===== src/rtl/instr_prefetch_queue.sv =====
// Instruction prefetch queue: streams sequential fetches from a one-cycle-latency
// instruction memory into a small FIFO, with flush-and-refetch on redirect.
module instr_prefetch_queue #(
    parameter int unsigned        ADDR_W   = 64,
    parameter int unsigned        INSTR_W  = 32,
    parameter int unsigned        DEPTH    = 4,
    parameter logic [ADDR_W-1:0]  RESET_PC = '0
) (
    input  logic                      clk,
    input  logic                      reset,
    input  logic                      redirect_valid,
    input  logic [ADDR_W-1:0]         redirect_pc,
    output logic                      imem_req,
    output logic [ADDR_W-1:0]         imem_addr,
    input  logic [INSTR_W-1:0]        imem_rdata,
    output logic                      out_valid,
    output logic [INSTR_W-1:0]        out_instr,
    output logic [ADDR_W-1:0]         out_pc,
    input  logic                      out_ready,
    output logic [$clog2(DEPTH):0]    count
);

    localparam int unsigned PTR_W = $clog2(DEPTH);
    localparam int unsigned CNT_W = PTR_W + 1;
    localparam int unsigned SUM_W = CNT_W + 1;

    logic [ADDR_W-1:0]  fetch_pc;
    logic [ADDR_W-1:0]  req_pc;
    logic               inflight;
    logic [PTR_W-1:0]   rd_ptr;
    logic [PTR_W-1:0]   wr_ptr;
    logic [CNT_W-1:0]   cnt_q;

    logic [INSTR_W-1:0] mem_instr [DEPTH];
    logic [ADDR_W-1:0]  mem_pc    [DEPTH];

    logic               full_c;
    logic               credit_c;
    logic               pop_c;
    logic               push_c;
    logic [1:0]         unused_redirect_lsb;

    // Redirect targets are word aligned; the low bits are dropped.
    assign unused_redirect_lsb = redirect_pc[1:0];

    // Credit: never have more entries plus outstanding responses than slots.
    assign full_c   = (cnt_q == CNT_W'(DEPTH));
    assign credit_c = (SUM_W'(cnt_q) + SUM_W'(inflight)) < SUM_W'(DEPTH);
    assign imem_req = reset & ~redirect_valid & credit_c;
    assign imem_addr = fetch_pc;

    assign pop_c  = out_valid & out_ready & ~redirect_valid;
    assign push_c = inflight & ~redirect_valid & (~full_c | pop_c);

    // Fetch pointer, queue pointers and occupancy.
    always_ff @(posedge clk or negedge reset) begin
        if (!reset) begin
            fetch_pc <= RESET_PC;
            req_pc   <= '0;
            inflight <= 1'b0;
            rd_ptr   <= '0;
            wr_ptr   <= '0;
            cnt_q    <= '0;
        end else if (redirect_valid) begin
            fetch_pc <= {redirect_pc[ADDR_W-1:2], 2'b00};
            inflight <= 1'b0;
            rd_ptr   <= '0;
            wr_ptr   <= '0;
            cnt_q    <= '0;
        end else begin
            inflight <= imem_req;
            if (imem_req) begin
                fetch_pc <= fetch_pc + ADDR_W'(4);
                req_pc   <= fetch_pc;
            end
            if (push_c) begin
                wr_ptr <= wr_ptr + PTR_W'(1);
            end
            if (pop_c) begin
                rd_ptr <= rd_ptr + PTR_W'(1);
            end
            case ({push_c, pop_c})
                2'b10:   cnt_q <= cnt_q + CNT_W'(1);
                2'b01:   cnt_q <= cnt_q - CNT_W'(1);
                default: cnt_q <= cnt_q;
            endcase
        end
    end

    // Entry storage; no reset needed since reads are gated by occupancy.
    always_ff @(posedge clk) begin
        if (push_c) begin
            mem_instr[wr_ptr] <= imem_rdata;
            mem_pc[wr_ptr]    <= req_pc;
        end
    end

    assign count     = cnt_q;
    assign out_valid = (cnt_q != '0);
    assign out_instr = out_valid ? mem_instr[rd_ptr] : '0;
    assign out_pc    = out_valid ? mem_pc[rd_ptr]    : '0;

endmodule


===== config.mk =====
export PLATFORM = sky130hd
export DESIGN_NAME = instr_prefetch_queue
export DESIGN_NICKNAME = d
export VERILOG_FILES = /design/src/rtl/instr_prefetch_queue.sv
export SDC_FILE = /design/constraint.sdc
export NUM_CORES = 1
export LEC_CHECK = 0
export ABC_AREA = 1
export ABC_CLOCK_PERIOD_IN_PS = 5660
export BUFFER_PORTS_ARGS = -buffer_cell sky130_fd_sc_hd__buf_2
export CORE_MARGIN = 2
export CORE_UTILIZATION = 50
export DETAILED_ROUTE_END_ITERATION = 8
export MAX_ROUTING_LAYER = met4
export PLACE_DENSITY = 0.68
export SLEW_MARGIN = 30
export SYNTH_ARGS = -nofsm -noshare
export SYNTH_HDL_FRONTEND = slang
export SYNTH_SLANG_ARGS = --single-unit

===== constraint.sdc =====
create_clock -name clk -period 5.66 [get_ports clk]
set_input_delay 0.283 -clock clk [delete_from_list [all_inputs] [get_ports clk]]
set_output_delay 0.283 -clock clk [all_outputs]
set_load 0.01 [all_outputs]

After elaboration in Yosys (flattened, before gate mapping)
Memories as Yosys holds them, arrays and structs flattened.
Cells that the tools add are included.
{ "classes": {"bitwise_logic": 9, "n_reduce_logical": 6, "shift": 0, "n_addsub": 6, "n_mux": 13, "eq_ne": 3, "n_lt_le_gt_ge": 1, "div_mod_pow": 0, "multipliers": 0} }
{ "op_table": {"columns": ["operator", "n"], "rows": [
  ["two-way mux 64 bit", 3],
  ["adder 64 x 3 -> 64 bit (second input constant)", 1],
  ["two-way mux 32 bit", 1],
  ["two-way mux 2 bit", 4],
  ["bitwise AND 1 bit", 6],
  ["case mux 3 bit (2 select lines)", 1],
  ["nonzero test 2 bit", 3],
  ["nonzero test 3 bit", 2],
  ["adder 2 x 1 -> 2 bit (second input constant)", 2],
  ["adder 3 x 1 -> 4 bit", 1],
  ["< comparator 4 x 3 -> 1 bit (second input constant)", 1],
  ["adder 3 x 1 -> 3 bit (second input constant)", 1],
  ["== test 3 bit (second input constant)", 1],
  ["two-way mux 1 bit", 3],
  ["two-way mux 3 bit", 1],
  ["subtractor 3 x 1 -> 3 bit (second input constant)", 1],
  ["== test 2 x 1 -> 1 bit (second input constant)", 1],
  ["== test 2 bit (second input constant)", 1],
  ["NOT 1 bit", 2],
  ["AND reduction 2 bit", 1],
  ["bitwise OR 1 bit", 1]
]} }
{ "totals": {"in_bits": 100, "mem_bits_rw": 384, "regBits": 136, "output_inout_bits": 165, "wordCells": 46, "romBits": 0, "n_memories": 2, "latchBits": 0} }
{ "memory_table": {"columns": ["memory", "depth", "width", "read_ports", "rd_ports_with_merged_regs", "wr", "line", "source"], "rows": [
  ["mem_pc", 4, 64, 1, 0, 1, "35", "logic [ADDR_W-1:0] mem_pc [DEPTH];"],
  ["mem_instr", 4, 32, 1, 0, 1, "34", "logic [INSTR_W-1:0] mem_instr [DEPTH];"]
]} }

Depth between registers and ports, before layout
Gate-level depths: netlist (run 1).
{ "logic_depth": {"ltp_word": 8, "ltp_mapped": 10} }

Worst setup path before layout (run 1)
No wires, ideal clock.
{ "synth_timing": {"path_type": "register to register", "startpoint": "register cnt_q[0], in the netlist count[0]", "endpoint": "memory mem_instr[0][0], enable pin", "required_ps": 5112, "slack_ps": 384, "setup_ps": 548, "path_stages_with_launch": 5, "arrival_ps": 4728, "period_less_slack_ps": 5276, "path_cell_list": "dfrtp_1 -> inv_1 -> nand4_1 -> nand2_1 -> nor2_1"} }
{ "synth_between": {"elab_chain_len": 7, "word_cells_on_any_way": 9} }
{ "synth_rtl": {"columns": ["element", "line", "source"], "rows": [
  ["start, declared", "32", "logic [CNT_W-1:0] cnt_q;"],
  ["start signal, assigned", "83", "2'b10: cnt_q <= cnt_q + CNT_W'(1);"],
  ["start signal, assigned", "84", "2'b01: cnt_q <= cnt_q - CNT_W'(1);"],
  ["start signal, assigned", "85", "default: cnt_q <= cnt_q;"],
  ["nonzero test 3 bit", "99", "assign out_valid = (cnt_q != '0);"],
  ["bitwise AND 1 bit (2 in a row)", "52", "assign pop_c = out_valid & out_ready & ~redirect_valid;"],
  ["bitwise OR 1 bit *", "53", "assign push_c = inflight & ~redirect_valid & (~full_c | pop_c);"],
  ["bitwise AND 1 bit *", "53", null],
  ["two-way mux 1 bit *", "92", "if (push_c) begin"],
  ["two-way mux 1 bit (implied by the code) *", "93", "mem_instr[wr_ptr] <= imem_rdata;"],
  ["end, declared", "34", null]
]} }
Mark *: on every way between the ends. The rest lies on a longest branch, timed or not.

Worst setup path after layout (run 1)
{ "layout_timing": {"startpoint": "input redirect_valid", "endpoint": "output imem_req"} }
{ "layout_between": {"elab_chain_len": 3} }
{ "layout_rtl": {"columns": ["element", "line", "source"], "rows": [
  ["start, declared", "11", "input logic redirect_valid,"],
  ["NOT 1 bit (no line)", null, null],
  ["bitwise AND 1 bit (2 in a row)", "49", "assign imem_req = reset & ~redirect_valid & credit_c;"],
  ["end, declared", "13", "output logic imem_req,"]
]} }
No other way between the ends.

==> results of run 1 <==
logic make-up after synthesis:
| family | after synthesis | synth area share |
|---|---|---|
| and+or+nand+nor | 964 | 0.1775 |
| DFF | 508 | 0.6614 |
| AOI/OAI and AO/OA | 433 | 0.1025 |
| buffers and inverters | 240 | 0.04468 |
| xor gates and xnor gates | 25 | 0.009923 |
| adders and majority gates | 6 | 0.003743 |
| other | 1 | 0.0001700 |
cells in the final DEF, fill, tap and decap left out, drive strengths merged, types with 2 or more instances in the layout:
| cell | n |
|---|---|
| nor2 | 532 |
| edfxtp | 376 |
| nand2 | 340 |
| o21ai | 303 |
| buf | 282 |
| dfrtp | 132 |
| inv | 130 |
| a21oi | 98 |
| clkbuf | 73 |
| nand3 | 66 |
| dlygate4sd3 | 63 |
| xor2 | 24 |
| clkinv | 17 |
| nand4 | 15 |
| o21bai | 14 |
| o211ai | 9 |
| nand3b | 5 |
| ha | 5 |
| nor3 | 5 |
| o221ai | 4 |
| conb | 4 |
| bufinv | 3 |
| a22o | 2 |
| clkinvlp | 2 |
worst max-delay path, stage by stage:
cell	delay [ns]
dlygate4sd3_1	0.56
buf_2	0.13
buf_4	0.59
nor2_1	0.19
nand3_4	0.42
clkinv_2	0.78
buf_2	0.40
layer usage:
| metal | share of wire | wire length (um) | up-vias |
|---|---|---|---|
| met4 | 0.040 | 2444 | 0 |
| met1 | 0.42 | 25630 | 8114 |
| li1 | - | - | 7913 |
| met3 | 0.077 | 4719 | 126 |
| met2 | 0.46 | 28450 | 696 |
| met5 | 0 | 0 | - |
power breakdown:
part / total, mW / switching, mW / internal [mW]
logic: 2.96 / 2.00 / 0.962
registers: 5.13 / 0.517 / 4.61
clock network: 3.35 / 1.40 / 1.95
total: 11.4 / 3.91 / 7.52
sequential cells by signal (all words and copies together), names as in the netlist:
register	cells
mem_pc	248
count	3
imem_addr	62
inflight	1
mem_instr	128
wr_ptr	2
rd_ptr	2
req_pc	62
layout make-up:
class,count,area share
well taps,585,0.02787
clock inverters,21,0.007288
flip-flops and latches,508,0.5559
inverters,131,0.01901
clock buffers,73,0.05606
repair buffers,345,0.08474
multi-input cells,1432,0.2492
metrics by stage:
step,power (mW),hold WS (ns),setup WS [ns]
floorplan,6.758,-0.01259,0.3845
global placement,8.014,0.2526,2.558
detailed placement,8.101,0.2545,2.484
CTS,11.47,0.001162,1.992
global route,11.98,0.04247,1.791
finish,11.43,0.02683,1.968
worst max-delay path by stage:
stage                            to  slack, ns  cells past startpoint
finish                     imem_req       1.97                      7
global route               imem_req       1.79                      7
CTS                        imem_req       1.99                      7
detailed placement     imem_addr[7]       2.48                      9
global placement      imem_addr[22]       2.56                      9
floorplan           mem_instr[0][0]       0.38                      4
==> metrics.csv, run 1 <==
stage,metric,value,unit
run_status,outcome,"finished, final reports clean",
die,initial_core_util,0.5089,
timing,tightest_slew,0.9079,ns
yosys,yosysUniqueCellTypes,40,
finish,antenna_cells,0,
clock_tree,clock-sinks,508,
worst_setup_path,rrSetupSlack,2.99,ns
yosys,synth_edf_count,376,
yosys,syn_area,0.02206,mm^2
clock_tree,postCtsSetupBuffers,0,
worst_setup_path,cp_max_fo,66,
grt,grt.overflow.total,0,
worst_setup_path,rr_worst_depth,11,
clock_tree,path_clk_slew,0.07,ns
min_path,hp-start,redirect_pc[63],
worst_setup_path,regToRegEndpoint,count[2],
die,dieArea,0.04583,mm^2
placement,port_buffers,258,
yosys,synth_commonest_cells,"nor2_1, edfxtp_1, nand2_1, o21ai_0, dfrtp_1",
finish,fill_cells,3600,
worst_setup_path,worstSetupStartpointType,primary input,
yosys,synthDominantCellAreaShare,0.5117,
placement,hpwl,38470,um
finish,final_cells,3095,
timing,finalCriticalPeriod,3.692,ns
yosys,ys_ff_latch,508,
die,rows,76,
timing,finalHoldViolCount,0,
timing,post-route-period-util,0.6522,
yosys,syn-instance-count,2177,
drt,wire_per_inst,19.79,um
clock_tree,clockRootBuffer,clkbuf_16,
drt,finalWirelength,61240,um
grt,grt_use_met2,0.4248,
die,io_pins,265,
yosys,synth_most_common_cell,nor2_1,
timing,rsz0062_at_grt,no,
min_path,min_to,imem_addr[63],
timing,slew_viol_final,0,
power,powerDensity,435.2,mW/mm^2
worst_setup_path,cp-startpoint,redirect_valid,
drt,num_vias,16850,
grt,grtUsageMet3,0.04397,
clock_tree,cts_buffer_depth,3,
timing,setup_viol,0,
min_path,min_path_type,in -> reg,
worst_setup_path,required,5.38,ns
yosys,synthArstFlopShare,0.2598,
grt,grt_pass1_vias,16230,
timing,slew_headroom,0.3947,
clock_tree,hold_buffers,63,
die,core,0.04336,mm^2
finish,design_area,0.02627,mm^2
grt,grt_max_degree,95,
finish,drive_gt1_frac,0.1637,
worst_setup_path,worstPathArrival,3.41,ns
timing,clock-skew-final,0.02146,ns
finish,seq_area,0.01460,mm^2
drt,dr.pass1.iters,5,
grt,grt_antenna_before_repair,0,
drt,first_iter_violations,1517,
finish,final_util,0.6058,
yosys,synth_area_leaders,"edfxtp_1, dfrtp_1, nor2_1",
grt,grt_use_met1,0.3625,
flow_run,maxCapViolCount,0,
timing,fmax,0.2709,GHz
finish,syn2layout_area_growth,19.05,%
timing,fin_tns_setup,0,ns
power,vdd_drop_max,0.2898,mV
finish,fin_nets,2575,
clock_tree,h-tree-depth,2,
yosys,synth_area_leader_cell,edfxtp_1,
grt,grt_pass1_wl,93730,um
yosys,seq_area_frac_synth,0.6614,
yosys,yosys_warnings,0,
clock_tree,cts_buffers,51,
yosys,syn_avg_cell_area,10.14,um^2
clock_tree,cts_tree,done,
clock_tree,cts_resized,0,
min_path,hold_depth,5,
die,die_y,214.1,um
die,die_w,214.1,um
worst_setup_path,crit_path_end_kind,primary output,
drt,via_per_inst,5.444,
placement,gp_congestion,0.9775,
power,cellLeakagePower,10.44,nW
worst_setup_path,crit_type,in -> out,
yosys,synth-main-ff-cell,edfxtp_1,
finish,multi_input_area,0.006545,mm^2
placement,placed_area,0.02395,mm^2
grt,grt-busiest-layer,met2,
clock_tree,clock_latency,0.60,ns
drt,drc,0,
drt,postRouteAntennaNets,0,
placement,place_inst,2937,
worst_setup_path,rr_startpoint,count[2],
grt,grt.total_usage,0.2740,
Power figures use the tool's default switching activity.
==> run 2, diff against run 1 <==
--- a/config.mk
+++ b/config.mk
@@ -6,7 +6,7 @@
 export NUM_CORES = 1
 export LEC_CHECK = 0
 export ABC_AREA = 1
-export ABC_CLOCK_PERIOD_IN_PS = 5660
+export ABC_CLOCK_PERIOD_IN_PS = 3500
 export BUFFER_PORTS_ARGS = -buffer_cell sky130_fd_sc_hd__buf_2
 export CORE_MARGIN = 2
 export CORE_UTILIZATION = 50
==> constraint.sdc (replaced) <==
create_clock -name clk -period 3.5 [get_ports clk]
set_input_delay 0.175 -clock clk [delete_from_list [all_inputs] [get_ports clk]]
set_output_delay 0.175 -clock clk [all_outputs]
set_load 0.01 [all_outputs]
==> run 2 against run 1 <==
Effect of this change: clock power rose by 66%; critical endpoint is now out_pc[22]; non-clock buffer count increased by 32; final cell count up 1.1%; highest routed layer unchanged; largest power group unchanged; via count up 0.39%; design area increased by 1.6%; utilization up 0.98 points; sequential cell count unchanged; clock skew decreased by 0.0017 ns.
==> metrics.csv, run 2 (synthesis gave the netlist of run 1 again) <==
stage,metric,value,unit
power,power_frac_seq,0.442,
worst_setup_path,worstSetupStartpointType,register,
timing,finalCriticalPeriod,3.058,ns
die,rows,76,
worst_setup_path,crit_type,reg -> out,
finish,top_regs,"mem_pc: 248 flops, mem_instr: 128 flops",
grt,grt_pass1_vias,16340,
run_status,outcome,"finished, final reports clean",
grt,grt_pass1_wl,94270,um
die,die_y,214.1,um
power,vdd_drop_max,0.6490,mV
power,cellLeakagePower,10.64,nW
clock_tree,cts_buffer_depth,3,
timing,post-route-period-util,0.8736,
timing,fin_tns_setup,0,ns
placement,port_buffers,258,
worst_setup_path,worstPathArrival,2.88,ns
clock_tree,cts_buffers,51,
finish,largest_reg_flops,248,
drt,postRouteAntennaNets,0,
clock_tree,cts_tree,done,
drt,dr.pass1.iters,5,
power,swShare,0.3386,
timing,tightest_slew,0.8077,ns
timing,hold_ws,0.04001,ns
grt,grt_antenna_before_repair,0,
placement,hpwl,38680,um
die,core,0.04336,mm^2
worst_setup_path,rr_worst_depth,8,
placement,place_inst,2937,
worst_setup_path,rrSetupSlack,1.09,ns
drt,finalWirelength,61530,um
power,combinationalPowerShare,0.261,
die,die_w,214.1,um
finish,syn2layout_area_growth,20.98,%
clock_tree,postCtsSetupBuffers,0,
timing,slew_viol_final,0,
die,io_pins,265,
drt,via_per_inst,5.406,
drt,drc,0,
power,clock_power_share,0.297,
finish,drive_gt1_frac,0.1643,
power,power.total,18.70,mW
worst_setup_path,crit_path_end_kind,primary output,
drt,wire_per_inst,19.67,um
clock_tree,clockRootBuffer,clkbuf_16,
finish,regMostFlops,mem_pc,
grt,grt.total_usage,0.2755,
timing,clock-skew-final,0.01975,ns
timing,slew_headroom,0.4609,
power,p_int,12.37,mW
timing,rsz0062_at_grt,no,
timing,setup_viol,0,
flow_run,maxCapViolCount,0,
drt,first_iter_violations,1510,
timing,finalHoldViolCount,0,
finish,final_cells,3129,
min_path,min_path_type,in -> async,
clock_tree,clock-sinks,508,
finish,design_area,0.02669,mm^2
placement,gp_congestion,0.9374,
placement,placed_area,0.02400,mm^2
worst_setup_path,cp_max_fo,24,
power,powerDensity,700.6,mW/mm^2
finish,antenna_cells,0,
grt,grt.overflow.total,0,
clock_tree,clock_latency,0.60,ns
clock_tree,h-tree-depth,2,
power,power_switching,6.332,mW
timing,fmax,0.3270,GHz
die,initial_core_util,0.5089,
clock_tree,path_clk_slew,0.06,ns
worst_setup_path,required,3.32,ns
grt,grt_max_degree,133,
finish,fin_nets,2607,
drt,num_vias,16910,
finish,final_common_cell,nor2_1,
die,dieArea,0.04583,mm^2
finish,mostFrequentLayoutCells,"nor2_1, edfxtp_1, nand2_1",
run 2: cell count changes in the layout (fill, tap and decap cells not counted), moves of 3 or more:
cell | before | now
dlygate4sd3_1 | 63 | 96
buf_12 | 4 | 12
buf_4 | 15 | 9
clkbuf_1 | 14 | 9
clkinv_2 | 11 | 15
buf_16 | 3 | 0
clkbuf_8 | 5 | 8
run 2: path summary, 6_finish.rpt:
path,to,startpoint
setup / recovery,out_pc[22],rd_ptr[1]
hold / removal,imem_addr[26],reset
setup reg to reg,imem_addr[45],count[2]
hold reg to reg,mem_pc[2][61],req_pc[61]
max in group asynchronous,req_pc[26],reset
min in group clk,imem_addr[40],redirect_valid
run 2: repair_timing:
item                      CTS  global route
resized for setup           0             0
hold endpoints to repair  257             0
hold buffers               96             0
run 2: routing by layer:
metal,part of all wire,up-vias,GRT usage
li1,-,7980,-
met1,0.43,8229,0.3705
met2,0.48,601,0.4393
met3,0.061,104,0.03759
met4,0.028,0,0.08565
met5,0,-,-
run 2: stage by stage:
step,setup slack [ns],util
6_report,0.4423,0.6156
5_1_grt,0.3676,0.6156
4_1_cts,0.4437,0.6155
3_5_place_dp,1.094,0.5535
3_3_place_gp,1.078,0.5534
2_1_floorplan,-0.2387,-
run 2: power groups by stage:
| stage | sequential [mW] | combinational (mW) | clock, mW |
|---|---|---|---|
| 4_1_cts | 8.25 | 4.91 | 5.66 |
| 6_report | 8.27 | 4.88 | 5.56 |
| 3_5_place_dp | 8.37 | 4.79 | 0 |
| 3_3_place_gp | 8.31 | 4.70 | 0 |
| 2_1_floorplan | 8.11 | 2.81 | 0 |
| 5_1_grt | 8.35 | 5.39 | 5.88 |
run 2: critical path: stages, from the launching register on:
cell and delay (ns):
dfrtp_4 0.62, clkinv_2 0.47, buf_4 0.41, nor2_1 0.14, o21ai_0 0.10, a21oi_1 0.30, buf_2 0.21
run 2: cell type report:
class                      count  area, um^2
clock buffer                  69        1445
clock inverter                27       285.3
inverter                     131       496.7
fill                        3536       16670
sequential                   508       14600
multi-input combinational   1432        6545
tap                          585       732.0
timing repair buffer         377        2589
